$ cat src/rtl/hdr_ccc_sequencer.sv
// -----------------------------------------------------------------------------
// hdr_ccc_sequencer
//
// Sequences one HDR Common Command Code frame. The frame starts with a
// broadcast 7E header, an ACK and the CCC word. Broadcast commands then send
// their payload words and a CRC. Direct commands send the header CRC, then
// serve each target in turn: restart, target header, ACK, payload and CRC. A
// NACKed target is retried up to RETRY_MAX times and then skipped. The frame
// ends with an exit pattern (TOC = 1) or a restart pattern (TOC = 0).
//
// Ports
//   i_sys_clk / i_sys_rst     clock, asynchronous active-low reset
//   i_engine_en               start request, honoured only in IDLE
//   i_regf_*                  command fields, latched at start
//   i_tx_mode_done            transmitter finished the current word/pattern
//   i_rx_mode_done            receiver finished the current word
//   i_rx_ack / i_rx_error     ACK bit (ACK mode) / receive CRC or parity error
//   i_sclstall_stall_done     SCL stall for a restart/exit has completed
//   o_tx_en / o_tx_mode       transmitter enable and word type
//   o_rx_en / o_rx_mode       receiver enable and word type
//   o_sclstall_en             SCL stall request during restart/exit
//   o_regf_rd_en / _wr_en     payload fetch / store strobes, o_regf_addr
//   o_tgt_idx                 target currently being served
//   o_engine_done             one-cycle end-of-frame pulse
//   o_error / o_error_code    sticky error flag, 01 = NACK, 10 = receive error
// -----------------------------------------------------------------------------
module hdr_ccc_sequencer #(
    parameter int unsigned MAX_TARGETS = 4,
    parameter int unsigned DATA_LEN_W  = 16,
    parameter int unsigned RETRY_MAX   = 2
) (
    input  logic                             i_sys_clk,
    input  logic                             i_sys_rst,
    input  logic                             i_engine_en,
    input  logic [7:0]                       i_regf_CMD,
    input  logic                             i_regf_DBP,
    input  logic                             i_regf_TOC,
    input  logic                             i_regf_RnW,
    input  logic [DATA_LEN_W-1:0]            i_regf_DATA_LENGTH,
    input  logic [$clog2(MAX_TARGETS+1)-1:0] i_regf_TGT_CNT,
    input  logic                             i_tx_mode_done,
    input  logic                             i_rx_mode_done,
    input  logic                             i_rx_ack,
    input  logic                             i_rx_error,
    input  logic                             i_sclstall_stall_done,
    output logic                             o_tx_en,
    output logic [3:0]                       o_tx_mode,
    output logic                             o_rx_en,
    output logic [2:0]                       o_rx_mode,
    output logic                             o_sclstall_en,
    output logic                             o_regf_rd_en,
    output logic                             o_regf_wr_en,
    output logic [7:0]                       o_regf_addr,
    output logic [$clog2(MAX_TARGETS)-1:0]   o_tgt_idx,
    output logic                             o_engine_done,
    output logic                             o_error,
    output logic [1:0]                       o_error_code
);

    localparam int unsigned TCNT_W = $clog2(MAX_TARGETS + 1);
    localparam int unsigned TIDX_W = $clog2(MAX_TARGETS);
    localparam int unsigned RTRY_W = $clog2(RETRY_MAX + 2);

    localparam logic [3:0] StIdle    = 4'd0;
    localparam logic [3:0] StBcHdr   = 4'd1;
    localparam logic [3:0] StAck     = 4'd2;
    localparam logic [3:0] StCccWord = 4'd3;
    localparam logic [3:0] StData    = 4'd4;
    localparam logic [3:0] StCrc     = 4'd5;
    localparam logic [3:0] StRestart = 4'd6;
    localparam logic [3:0] StTgtHdr  = 4'd7;
    localparam logic [3:0] StTgtAck  = 4'd8;
    localparam logic [3:0] StTgtData = 4'd9;
    localparam logic [3:0] StTgtCrc  = 4'd10;
    localparam logic [3:0] StExit    = 4'd11;
    localparam logic [3:0] StDone    = 4'd12;

    localparam logic [3:0] TxHdr7e   = 4'd0;
    localparam logic [3:0] TxCccDb   = 4'd1;
    localparam logic [3:0] TxCccZero = 4'd2;
    localparam logic [3:0] TxData    = 4'd3;
    localparam logic [3:0] TxCrc     = 4'd4;
    localparam logic [3:0] TxTgtHdr  = 4'd5;
    localparam logic [3:0] TxRestart = 4'd6;
    localparam logic [3:0] TxExit    = 4'd7;

    localparam logic [2:0] RxAck     = 3'd0;
    localparam logic [2:0] RxData    = 3'd1;

    localparam logic [1:0] ErrNack   = 2'b01;
    localparam logic [1:0] ErrRx     = 2'b10;

    // Control state
    logic [3:0]            state_q, state_d;
    logic [7:0]            cmd_q, cmd_d;
    logic                  dbp_q, dbp_d;
    logic                  toc_q, toc_d;
    logic                  rnw_q, rnw_d;
    logic [DATA_LEN_W-1:0] len_q, len_d;
    logic [TCNT_W-1:0]     tgt_cnt_q, tgt_cnt_d;
    logic [DATA_LEN_W-1:0] word_q, word_d;
    logic                  fetch_q, fetch_d;
    logic [TIDX_W-1:0]     tgt_idx_q, tgt_idx_d;
    logic [RTRY_W-1:0]     retry_q, retry_d;
    logic                  last_q, last_d;
    logic                  stall_seen_q, stall_seen_d;
    logic                  txd_seen_q, txd_seen_d;
    logic                  err_q, err_d;
    logic [1:0]            err_code_q, err_code_d;

    // Output registers
    logic       tx_en_q, tx_en_d;
    logic [3:0] tx_mode_q, tx_mode_d;
    logic       rx_en_q, rx_en_d;
    logic [2:0] rx_mode_q, rx_mode_d;
    logic       stall_en_q, stall_en_d;
    logic       rd_en_q, rd_en_d;
    logic       wr_en_q, wr_en_d;
    logic [7:0] addr_q, addr_d;
    logic       done_q, done_d;

    logic                  direct;
    logic [DATA_LEN_W-1:0] nwords;
    logic                  word_last;
    logic                  more_tgts;
    logic                  pattern_done;
    logic                  unused_cmd_bits;

    // Only the direct/broadcast bit steers sequencing; the code itself is
    // serialised by the transmitter.
    assign unused_cmd_bits = ^cmd_q[6:0];

    assign direct       = cmd_q[7];
    assign nwords       = (len_q >> 1) + DATA_LEN_W'(len_q[0]);
    assign word_last    = (word_q + DATA_LEN_W'(1)) == nwords;
    assign more_tgts    = (TCNT_W'(tgt_idx_q) + TCNT_W'(1)) < tgt_cnt_q;
    // Stall-done and tx-done may land in different cycles; remember each.
    assign pattern_done = (stall_seen_q | i_sclstall_stall_done) &
                          (txd_seen_q | i_tx_mode_done);

    // Next-state logic
    always_comb begin
        state_d      = state_q;
        cmd_d        = cmd_q;
        dbp_d        = dbp_q;
        toc_d        = toc_q;
        rnw_d        = rnw_q;
        len_d        = len_q;
        tgt_cnt_d    = tgt_cnt_q;
        word_d       = word_q;
        fetch_d      = fetch_q;
        tgt_idx_d    = tgt_idx_q;
        retry_d      = retry_q;
        last_d       = last_q;
        stall_seen_d = stall_seen_q;
        txd_seen_d   = txd_seen_q;
        err_d        = err_q;
        err_code_d   = err_code_q;

        case (state_q)
            StIdle: begin
                if (i_engine_en) begin
                    cmd_d        = i_regf_CMD;
                    dbp_d        = i_regf_DBP;
                    toc_d        = i_regf_TOC;
                    rnw_d        = i_regf_RnW;
                    len_d        = i_regf_DATA_LENGTH;
                    tgt_cnt_d    = (i_regf_TGT_CNT > TCNT_W'(MAX_TARGETS)) ?
                                   TCNT_W'(MAX_TARGETS) : i_regf_TGT_CNT;
                    word_d       = '0;
                    fetch_d      = 1'b0;
                    tgt_idx_d    = '0;
                    retry_d      = '0;
                    last_d       = 1'b0;
                    stall_seen_d = 1'b0;
                    txd_seen_d   = 1'b0;
                    err_d        = 1'b0;
                    err_code_d   = 2'b00;
                    state_d      = StBcHdr;
                end
            end
            StBcHdr: begin
                if (i_tx_mode_done) state_d = StAck;
            end
            StAck: begin
                if (i_rx_error) begin
                    err_d      = 1'b1;
                    err_code_d = ErrRx;
                    state_d    = StExit;
                end else if (i_rx_mode_done) begin
                    if (i_rx_ack) begin
                        state_d = StCccWord;
                    end else begin
                        err_d      = 1'b1;
                        err_code_d = ErrNack;
                        state_d    = StExit;
                    end
                end
            end
            StCccWord: begin
                if (i_tx_mode_done) begin
                    word_d = '0;
                    if (!direct && (nwords != '0)) begin
                        fetch_d = 1'b1;
                        state_d = StData;
                    end else begin
                        state_d = StCrc;
                    end
                end
            end
            StData: begin
                // First cycle of each word is the register-file fetch.
                if (fetch_q) begin
                    fetch_d = 1'b0;
                end else if (i_tx_mode_done) begin
                    word_d = word_q + DATA_LEN_W'(1);
                    if (word_last) state_d = StCrc;
                    else           fetch_d = 1'b1;
                end
            end
            StCrc: begin
                if (i_tx_mode_done) begin
                    if (!direct || (tgt_cnt_q == '0)) begin
                        if (toc_q) begin
                            state_d = StExit;
                        end else begin
                            last_d  = 1'b1;
                            state_d = StRestart;
                        end
                    end else begin
                        tgt_idx_d = '0;
                        retry_d   = '0;
                        last_d    = 1'b0;
                        state_d   = StRestart;
                    end
                end
            end
            StRestart, StExit: begin
                stall_seen_d = stall_seen_q | i_sclstall_stall_done;
                txd_seen_d   = txd_seen_q | i_tx_mode_done;
                if (pattern_done) begin
                    stall_seen_d = 1'b0;
                    txd_seen_d   = 1'b0;
                    if (state_q == StExit || last_q) state_d = StDone;
                    else                             state_d = StTgtHdr;
                end
            end
            StTgtHdr: begin
                if (i_tx_mode_done) state_d = StTgtAck;
            end
            StTgtAck: begin
                if (i_rx_error) begin
                    err_d      = 1'b1;
                    err_code_d = ErrRx;
                    state_d    = StExit;
                end else if (i_rx_mode_done) begin
                    if (i_rx_ack) begin
                        word_d = '0;
                        if (nwords == '0) begin
                            state_d = StTgtCrc;
                        end else begin
                            fetch_d = !rnw_q;
                            state_d = StTgtData;
                        end
                    end else if (retry_q < RTRY_W'(RETRY_MAX)) begin
                        retry_d = retry_q + RTRY_W'(1);
                        last_d  = 1'b0;
                        state_d = StRestart;
                    end else begin
                        // Retries exhausted: flag it and move on.
                        retry_d = '0;
                        err_d   = 1'b1;
                        if (err_code_q != ErrRx) err_code_d = ErrNack;
                        if (more_tgts) begin
                            tgt_idx_d = tgt_idx_q + TIDX_W'(1);
                            last_d    = 1'b0;
                            state_d   = StRestart;
                        end else if (toc_q) begin
                            state_d = StExit;
                        end else begin
                            last_d  = 1'b1;
                            state_d = StRestart;
                        end
                    end
                end
            end
            StTgtData: begin
                if (rnw_q) begin
                    if (i_rx_error) begin
                        err_d      = 1'b1;
                        err_code_d = ErrRx;
                        state_d    = StExit;
                    end else if (i_rx_mode_done) begin
                        word_d = word_q + DATA_LEN_W'(1);
                        if (word_last) state_d = StTgtCrc;
                    end
                end else if (fetch_q) begin
                    fetch_d = 1'b0;
                end else if (i_tx_mode_done) begin
                    word_d = word_q + DATA_LEN_W'(1);
                    if (word_last) state_d = StTgtCrc;
                    else           fetch_d = 1'b1;
                end
            end
            StTgtCrc: begin
                if (i_tx_mode_done) begin
                    retry_d = '0;
                    if (more_tgts) begin
                        tgt_idx_d = tgt_idx_q + TIDX_W'(1);
                        last_d    = 1'b0;
                        state_d   = StRestart;
                    end else if (toc_q) begin
                        state_d = StExit;
                    end else begin
                        last_d  = 1'b1;
                        state_d = StRestart;
                    end
                end
            end
            StDone: begin
                state_d = StIdle;
            end
            default: begin
                state_d = StIdle;
            end
        endcase
    end

    // Outputs are decoded from the next state so they register alongside it.
    always_comb begin
        tx_en_d    = 1'b0;
        tx_mode_d  = 4'd0;
        rx_en_d    = 1'b0;
        rx_mode_d  = 3'd0;
        stall_en_d = 1'b0;
        rd_en_d    = 1'b0;
        done_d     = 1'b0;
        wr_en_d    = (state_q == StTgtData) && rnw_q && i_rx_mode_done && !i_rx_error;
        addr_d     = addr_q;

        case (state_d)
            StBcHdr: begin
                tx_en_d   = 1'b1;
                tx_mode_d = TxHdr7e;
            end
            StAck, StTgtAck: begin
                rx_en_d   = 1'b1;
                rx_mode_d = RxAck;
            end
            StCccWord: begin
                tx_en_d   = 1'b1;
                tx_mode_d = dbp_d ? TxCccDb : TxCccZero;
            end
            StData: begin
                if (fetch_d) begin
                    rd_en_d = 1'b1;
                end else begin
                    tx_en_d   = 1'b1;
                    tx_mode_d = TxData;
                end
            end
            StCrc, StTgtCrc: begin
                tx_en_d   = 1'b1;
                tx_mode_d = TxCrc;
            end
            StRestart: begin
                tx_en_d    = 1'b1;
                tx_mode_d  = TxRestart;
                stall_en_d = 1'b1;
            end
            StExit: begin
                tx_en_d    = 1'b1;
                tx_mode_d  = TxExit;
                stall_en_d = 1'b1;
            end
            StTgtHdr: begin
                tx_en_d   = 1'b1;
                tx_mode_d = TxTgtHdr;
            end
            StTgtData: begin
                if (rnw_d) begin
                    rx_en_d   = 1'b1;
                    rx_mode_d = RxData;
                end else if (fetch_d) begin
                    rd_en_d = 1'b1;
                end else begin
                    tx_en_d   = 1'b1;
                    tx_mode_d = TxData;
                end
            end
            StDone: begin
                done_d = 1'b1;
            end
            default: begin
                tx_en_d = 1'b0;
            end
        endcase

        if (rd_en_d)      addr_d = word_d[7:0];
        else if (wr_en_d) addr_d = word_q[7:0];
    end

    always_ff @(posedge i_sys_clk or negedge i_sys_rst) begin
        if (!i_sys_rst) begin
            state_q      <= StIdle;
            cmd_q        <= '0;
            dbp_q        <= 1'b0;
            toc_q        <= 1'b0;
            rnw_q        <= 1'b0;
            len_q        <= '0;
            tgt_cnt_q    <= '0;
            word_q       <= '0;
            fetch_q      <= 1'b0;
            tgt_idx_q    <= '0;
            retry_q      <= '0;
            last_q       <= 1'b0;
            stall_seen_q <= 1'b0;
            txd_seen_q   <= 1'b0;
            err_q        <= 1'b0;
            err_code_q   <= 2'b00;
            tx_en_q      <= 1'b0;
            tx_mode_q    <= 4'd0;
            rx_en_q      <= 1'b0;
            rx_mode_q    <= 3'd0;
            stall_en_q   <= 1'b0;
            rd_en_q      <= 1'b0;
            wr_en_q      <= 1'b0;
            addr_q       <= 8'd0;
            done_q       <= 1'b0;
        end else begin
            state_q      <= state_d;
            cmd_q        <= cmd_d;
            dbp_q        <= dbp_d;
            toc_q        <= toc_d;
            rnw_q        <= rnw_d;
            len_q        <= len_d;
            tgt_cnt_q    <= tgt_cnt_d;
            word_q       <= word_d;
            fetch_q      <= fetch_d;
            tgt_idx_q    <= tgt_idx_d;
            retry_q      <= retry_d;
            last_q       <= last_d;
            stall_seen_q <= stall_seen_d;
            txd_seen_q   <= txd_seen_d;
            err_q        <= err_d;
            err_code_q   <= err_code_d;
            tx_en_q      <= tx_en_d;
            tx_mode_q    <= tx_mode_d;
            rx_en_q      <= rx_en_d;
            rx_mode_q    <= rx_mode_d;
            stall_en_q   <= stall_en_d;
            rd_en_q      <= rd_en_d;
            wr_en_q      <= wr_en_d;
            addr_q       <= addr_d;
            done_q       <= done_d;
        end
    end

    assign o_tx_en       = tx_en_q;
    assign o_tx_mode     = tx_mode_q;
    assign o_rx_en       = rx_en_q;
    assign o_rx_mode     = rx_mode_q;
    assign o_sclstall_en = stall_en_q;
    assign o_regf_rd_en  = rd_en_q;
    assign o_regf_wr_en  = wr_en_q;
    assign o_regf_addr   = addr_q;
    assign o_tgt_idx     = tgt_idx_q;
    assign o_engine_done = done_q;
    assign o_error       = err_q;
    assign o_error_code  = err_code_q;

endmodule

$ cat config.mk
export PLATFORM = sky130hd
export DESIGN_NAME = hdr_ccc_sequencer
export DESIGN_NICKNAME = d
export VERILOG_FILES = /design/src/rtl/hdr_ccc_sequencer.sv
export SDC_FILE = /design/constraint.sdc
export NUM_CORES = 1
export LEC_CHECK = 0
export ABC_AREA = 1
export BUFFER_PORTS_ARGS = -buffer_cell sky130_fd_sc_hd__buf_4
export CAP_MARGIN = 10
export CORE_ASPECT_RATIO = 0.75
export CORE_UTILIZATION = 55
export DETAILED_ROUTE_END_ITERATION = 10
export PLACE_DENSITY_LB_ADDON = 0.05
export SLEW_MARGIN = 20
export SYNTH_ARGS = -nofsm -noshare
export SYNTH_HDL_FRONTEND = slang
export SYNTH_SLANG_ARGS = --single-unit
$ cat constraint.sdc
create_clock -name i_sys_clk -period 4.4 [get_ports i_sys_clk]
set_clock_uncertainty 0.2 [all_clocks]
set_input_delay 0.22 -clock i_sys_clk [delete_from_list [all_inputs] [get_ports i_sys_clk]]
set_output_delay 0.22 -clock i_sys_clk [all_outputs]
set_load 0.005 [all_outputs]
; Yosys cells after proc, flatten, opt, wreduce, memory -nomap -nowiden
; Cells that the tools add are included.
[classes]
addsub = 5
n_lt_le_gt_ge = 3
eq_ne = 45
n_mux = 128
n_bitwise = 3
n_reduce_logical = 31
[op_table]
columns = op, n
row1 = $mux W16, 10
row2 = $mux W4, 28
row3 = $pmux W16 S5, 1
row4 = $mux W2, 27
row5 = $mux W1, 46
row6 = $pmux W4 S11, 1
row7 = $eq A4 B4 Y1 const B, 9
row8 = $eq A4 B3 Y1 const B, 8
row9 = $pmux W4 S7, 1
row10 = $ne A2 B2 Y1 const B, 13
row11 = $ne A3 B3 Y1 const B, 8
row12 = $pmux W2 S4, 3
row13 = $reduce_and A9 Y1, 2
row14 = $add A15 B1 Y16, 1
row15 = $add A16 B1 Y16 const B, 1
row16 = $eq A16 B16 Y1, 1
row17 = $eq A4 B2 Y1 const B, 4
row18 = $logic_not A16 Y1, 1
row19 = $mux W8, 2
row20 = $reduce_and A8 Y1, 2
row21 = $reduce_bool A16 Y1, 1
row22 = $reduce_and A10 Y1, 1
row23 = $eq A4 B1 Y1 const B, 2
row24 = $pmux W1 S2, 4
row25 = 23 further kinds, 38
[totals]
register_bits = 82
inputBits = 38
output_inout_bits = 26
wordCells = 241

; Depth between registers and ports, before layout
[depth]
depth_word = 11
ltp_mapped = 24

; Worst setup path after synthesis
; OpenSTA, ideal clock, no wires.
[synth_timing]
path_kind = register to register
from = register len_q[0]
to = register addr_q[0], in the netlist o_regf_addr[0]
arrival_time_ns = 2.480
required_time_ns = 4.083
path_slack_ns = 1.603
path_stages_with_launch = 21
synth_period_minus_slack_ns = 2.797
path_cell_list = dfrtp_1 -> ha_1 -> ha_1 -> nand2_1 -> nor2_2 -> nand3_1 -> nand2_1 -> nand2_1 -> a21oi_1 -> nand2_1 -> nor2_4 -> nand3_2 -> nand2_1 -> nand2_2 -> nor2_4 -> nand2_4 -> nor2_4 -> nand3_4 -> buf_6 -> nand4_1 -> nand2_1
[synth_lines]
columns = element, line_no
row1 = "start, declared", 99  ; logic [DATA_LEN_W-1:0] len_q, len_d;
row2 = "start signal, assigned", 436  ; len_q <= len_d;
row3 = $add A15 B1 Y16 (*), 134  ; assign nwords = (len_q >> 1) + DATA_LEN_W'(len_q[0]);
row4 = $eq A16 B16 Y1 / $logic_not A16 Y1 (equally long branches), "135, 259"
row5 = $mux W4 / $mux W2 (equally long branches), "295, 301, 259"
row6 = "$mux W4, on equally long branches", "299, 257, 293"
row7 = "$mux W4, on equally long branches", "297, 256, 289"
row8 = "$mux W4, on equally long branches", "288, 252"
row9 = $pmux W4 S11 (*), 160  ; case (state_q)
row10 = named net state_d[0], 94  ; logic [3:0] state_q, state_d;
row11 = $eq A4 B4 Y1 / $eq A4 B3 Y1 (equally long branches), 341  ; case (state_d)
row12 = $pmux W1 S2 (*), 341
row13 = $mux W8 / $reduce_bool A2 Y1 (equally long branches), -
row14 = "end signal, assigned", 454  ; addr_q <= addr_d;
row15 = "end, declared", 119  ; logic [7:0] addr_q, addr_d;
; Mark *: on every way through the listed nets, which the timed path passes. The rest lies on a longest branch.
; A chain may end at the register's enable or synchronous reset.

; Worst setup path in the final report
[layout_timing]
from = register len_q[0]
to = register addr_q[7], in the netlist o_regf_addr[7]
[layout_lines]
columns = element, line_no
row1 = $add A15 B1 Y16 (*), 134
row2 = $eq A16 B16 Y1 / $logic_not A16 Y1 (equally long branches), "135, 259"
row3 = $mux W4 / $mux W2 (equally long branches), "295, 301, 259"
row4 = "$mux W4, on equally long branches", "299, 257, 293"
row5 = "$mux W4, on equally long branches", "297, 256, 289"
row6 = "$mux W4, on equally long branches", "288, 252"
row7 = $pmux W4 S11 (*), 160
row8 = named net state_d[0], 94
row9 = $eq A4 B4 Y1 / $eq A4 B3 Y1 (equally long branches), 341
row10 = $pmux W1 S2 (*), 341
row11 = named net rd_en_d, 117  ; logic rd_en_q, rd_en_d;
row12 = $mux W8 / $reduce_bool A2 Y1 (equally long branches), -
; Marks and branches as above.

==> reports/qor.csv <==
metric,value,unit
CTS HTree Levels,3,
Post-synth top cells,"253 x nand2_1, 109 x inv_1, 73 x nor2_1",
fin util,69.05,%
post-cts sizing count,0,
setup ws final,0.8060,ns
multi-input logic area,0.002844,mm2
headroom to the max-slew limit,37.81,%
Synth Instances,778,
leakage,3.180,nW
drt wl/cell,15.12,um
final hold vios,0,
fmax,0.2782,GHz
CTS Buf Count,9,
Worst EP arrival,3.63,ns
worst min path class,input port to register,
Pre-antenna DRT Iters,6,
layout net count,902,
Critical Path Sink Type,register,
CTS Buffer Depth,2,
r2r setup slk,0.81,ns
most common cell in the netlist,nand2_1,
I/O pin count,64,
post-synthesis async set-or-reset flop share,100.0,%
final slew viol count,0,
reg2reg end,o_regf_addr[7]$_DFFE_PN0P_,
Die Area,0.009842,mm2
Reg2Reg Depth,21,
Slowest cell on crit path,dfrtp_1,
Yosys top cell area share,34.68,%
Final GP Congestion,0.9633,
grt total ovfl,0,
crit path kind,register to register,
Power Density,598.3,mW/mm2
Finished Cell Area,0.006299,mm2
synth-to-layout area growth,21.24,%
initial antenna violation count,0,
largest net degree at the start of global routing,73,
Yosys cell types,49,
Setup TNS,0,ns
"most used cell, CP",nand2_1,
required time worst endpoint,4.43,ns
Post-CTS Hold Buffers,26,
Max stage delay on crit path,0.38,ns
vias per cell,5.467,
post-CTS setup buffers,0,
Post-synth EDFFs,0,
maximum vdd drop,0.3888,mV
total wire length,14950,um
RSZ-0062 raised after global routing,false,
crit-path leading delay family,simple AND/OR/NAND/NOR gates,
Initial DRC Count,433,
Ys Warns,0,
WHS Endpoint,txd_seen_q$_DFFE_PN0P_,
RR Startpoint,len_q[0]$_DFFE_PN0P_,
Total GRT Usage,32.64,%
DP HPWL,11000,um
Inserted Diodes,0,
Final min period,3.594,ns
Crit path buffers/inverters,0,
Yosys reg bits,72,
Post-Syn Area,0.005195,mm2
Row Count,30,
status,finished clean,
Placement Setup Slack,0.8960,ns
Mean Syn Cell Area,6.677,um2
"Cell Chain, Critical Path","ha_1, ha_1, nand2_1, nor2_2, nand3_1, nand2_1, nand2_1, a21oi_1, nand2_1, nor2_4, nand3_2, nand2_1, nand2_1, nand2_1, nand2_4, nor2_4, nand3_4, nand2_4, nand2_1, nand2_1, nand2_1",
fin crit share,81.68,%
share of cells above drive strength 1,14.05,%
post-synth top area cell,dfrtp_1,
total chip power,3.768,mW
vias in the first global route,5026,
predominant post-synthesis flop cell,dfrtp_1,
Die Ht,86.17,um
DP Area,0.005684,mm2
clk_lat worst skew,0.34,ns
antenna-violating nets left,0,
PortBufs,53,
DRC viols,0,
die width,114.2,um
Sinks on Clock Net,72,
CTS tree,built,
Core ar.,0.009121,mm2
maxcap violations,0,
CTS root buffer,clkbuf_16,
Layout fillers,777,
initial core utilization,56.95,%
final setup vio count,0,
"Seq/Total Area, Yosys",34.68,%
Synth area leaders,"dfrtp_1 35%, nand2_1 18%, inv_1 7.9%",
Hold Crit Depth,4,
"critical path fanouts, max",17,
Setup crit start kind,register,
Worst-Margin Slew,0.9329,ns
Hold Crit Start,i_sclstall_stall_done,
vias post-DR,5407,
first-pass GRT wire length,24700,um
Worst-path clk slew,0.06,ns
sequential standard cell area,0.001802,mm2
cell type report:
type                       count  share of cell area, %
clock buffer                  10                  3.794
clock inverter                 6                  1.828
inverter                     120                  7.151
multi-input combinational    570                  45.15
sequential                    72                  28.61
tap                          128                  2.543
timing repair buffer          83                  10.93
kinds of logic after synthesis:
kind of cell / synth area share [%]
AND/OR/NAND/NOR: 41.47
buffers and inverters: 10.72
AO/OA/AOI/OAI: 10.31
flip-flops: 34.68
adder cells (fa/ha/maj): 1.927
XOR/XNOR: 0.8191
other: 0.07219
worst reg2reg max path: stages (launching register included):
cell,delay (ns)
dfrtp_1,0.38
ha_1,0.16
ha_1,0.33
nand2_1,0.15
nor2_2,0.26
nand3_1,0.15
nand2_1,0.11
nand2_1,0.06
a21oi_1,0.17
nand2_1,0.11
nor2_4,0.19
nand3_2,0.10
nand2_1,0.07
nand2_1,0.06
nand2_1,0.15
nand2_4,0.10
nor2_4,0.12
nand3_4,0.21
nand2_4,0.21
nand2_1,0.07
nand2_1,0.08
nand2_1,0.05
flip-flops by register name, summed over array words and instances (netlist names), 3 cells and up:
| signal | flops |
|---|---|
| tgt_cnt_q | 3 |
| word_q | 16 |
| o_regf_addr | 8 |
| len_q | 16 |
| o_tx_mode | 3 |
| state_q | 4 |
where the power goes:
group / internal [mW] / switching (mW)
combinational: 0.618 / 1.16
clock: 0.572 / 0.303
sequential: 0.884 / 0.230
total: 2.07 / 1.69
placed cells by master, fill, tap and decap left out, types with 2 or more instances in the layout:
| master | count |
|---|---|
| a22oi_1 | 2 |
| a21oi_1 | 19 |
| and2_1 | 3 |
| nand2_2 | 5 |
| nand4_1 | 32 |
| nand2_1 | 253 |
| o22ai_1 | 12 |
| nor2_2 | 6 |
| o211ai_1 | 3 |
| inv_2 | 8 |
| inv_1 | 109 |
| buf_4 | 57 |
| clkbuf_16 | 9 |
| conb_1 | 3 |
| nor4_1 | 2 |
| o21ai_0 | 39 |
| nand3_2 | 7 |
| clkinv_1 | 3 |
| nand2_4 | 3 |
| bufinv_16 | 3 |
| nand3_4 | 3 |
| dlygate4sd3_1 | 26 |
| nand3_1 | 51 |
| nor2_1 | 73 |
| dfrtp_1 | 72 |
| a32oi_1 | 2 |
| o31ai_1 | 3 |
| nor3_1 | 10 |
| xor2_1 | 2 |
| o21ai_1 | 2 |
| or2_2 | 2 |
| ha_1 | 8 |
| nor2_4 | 9 |
per-stage QoR:
| stage | hold slack [ns] | std cells |
|---|---|---|
| 5_1_grt | 0.04351 | 989 |
| 4_1_cts | 0.02434 | 989 |
| 6_report | 0.03268 | 989 |
| 2_1_floorplan | -0.2756 | 780 |
| 3_3_place_gp | 0.2076 | 947 |
| 3_5_place_dp | 0.2174 | 947 |
per-layer routing:
metal | GRT usage (%) | vias up | wire [um]
met5 | 0 | - | 0
met4 | 7.320 | 0 | 88
met3 | 7.562 | 9 | 1596
met2 | 48.04 | 275 | 6269
met1 | 48.39 | 2462 | 6995
li1 | - | 2661 | -
worst max-delay path by stage:
stage,slack (ns),to,cells past startpoint,start
after floorplan,1.60,o_regf_addr[0]$_DFFE_PN0P_,20,len_q[0]$_DFFE_PN0P_
after global placement,1.00,o_regf_addr[7]$_DFFE_PN0P_,21,len_q[0]$_DFFE_PN0P_
after detailed placement,0.90,o_regf_addr[7]$_DFFE_PN0P_,23,len_q[1]$_DFFE_PN0P_
after CTS,0.88,o_regf_addr[5]$_DFFE_PN0P_,21,len_q[1]$_DFFE_PN0P_
after global routing,0.40,o_regf_addr[7]$_DFFE_PN0P_,23,len_q[0]$_DFFE_PN0P_
final,0.81,o_regf_addr[7]$_DFFE_PN0P_,21,len_q[0]$_DFFE_PN0P_
(Power assumes the default switching activity.)
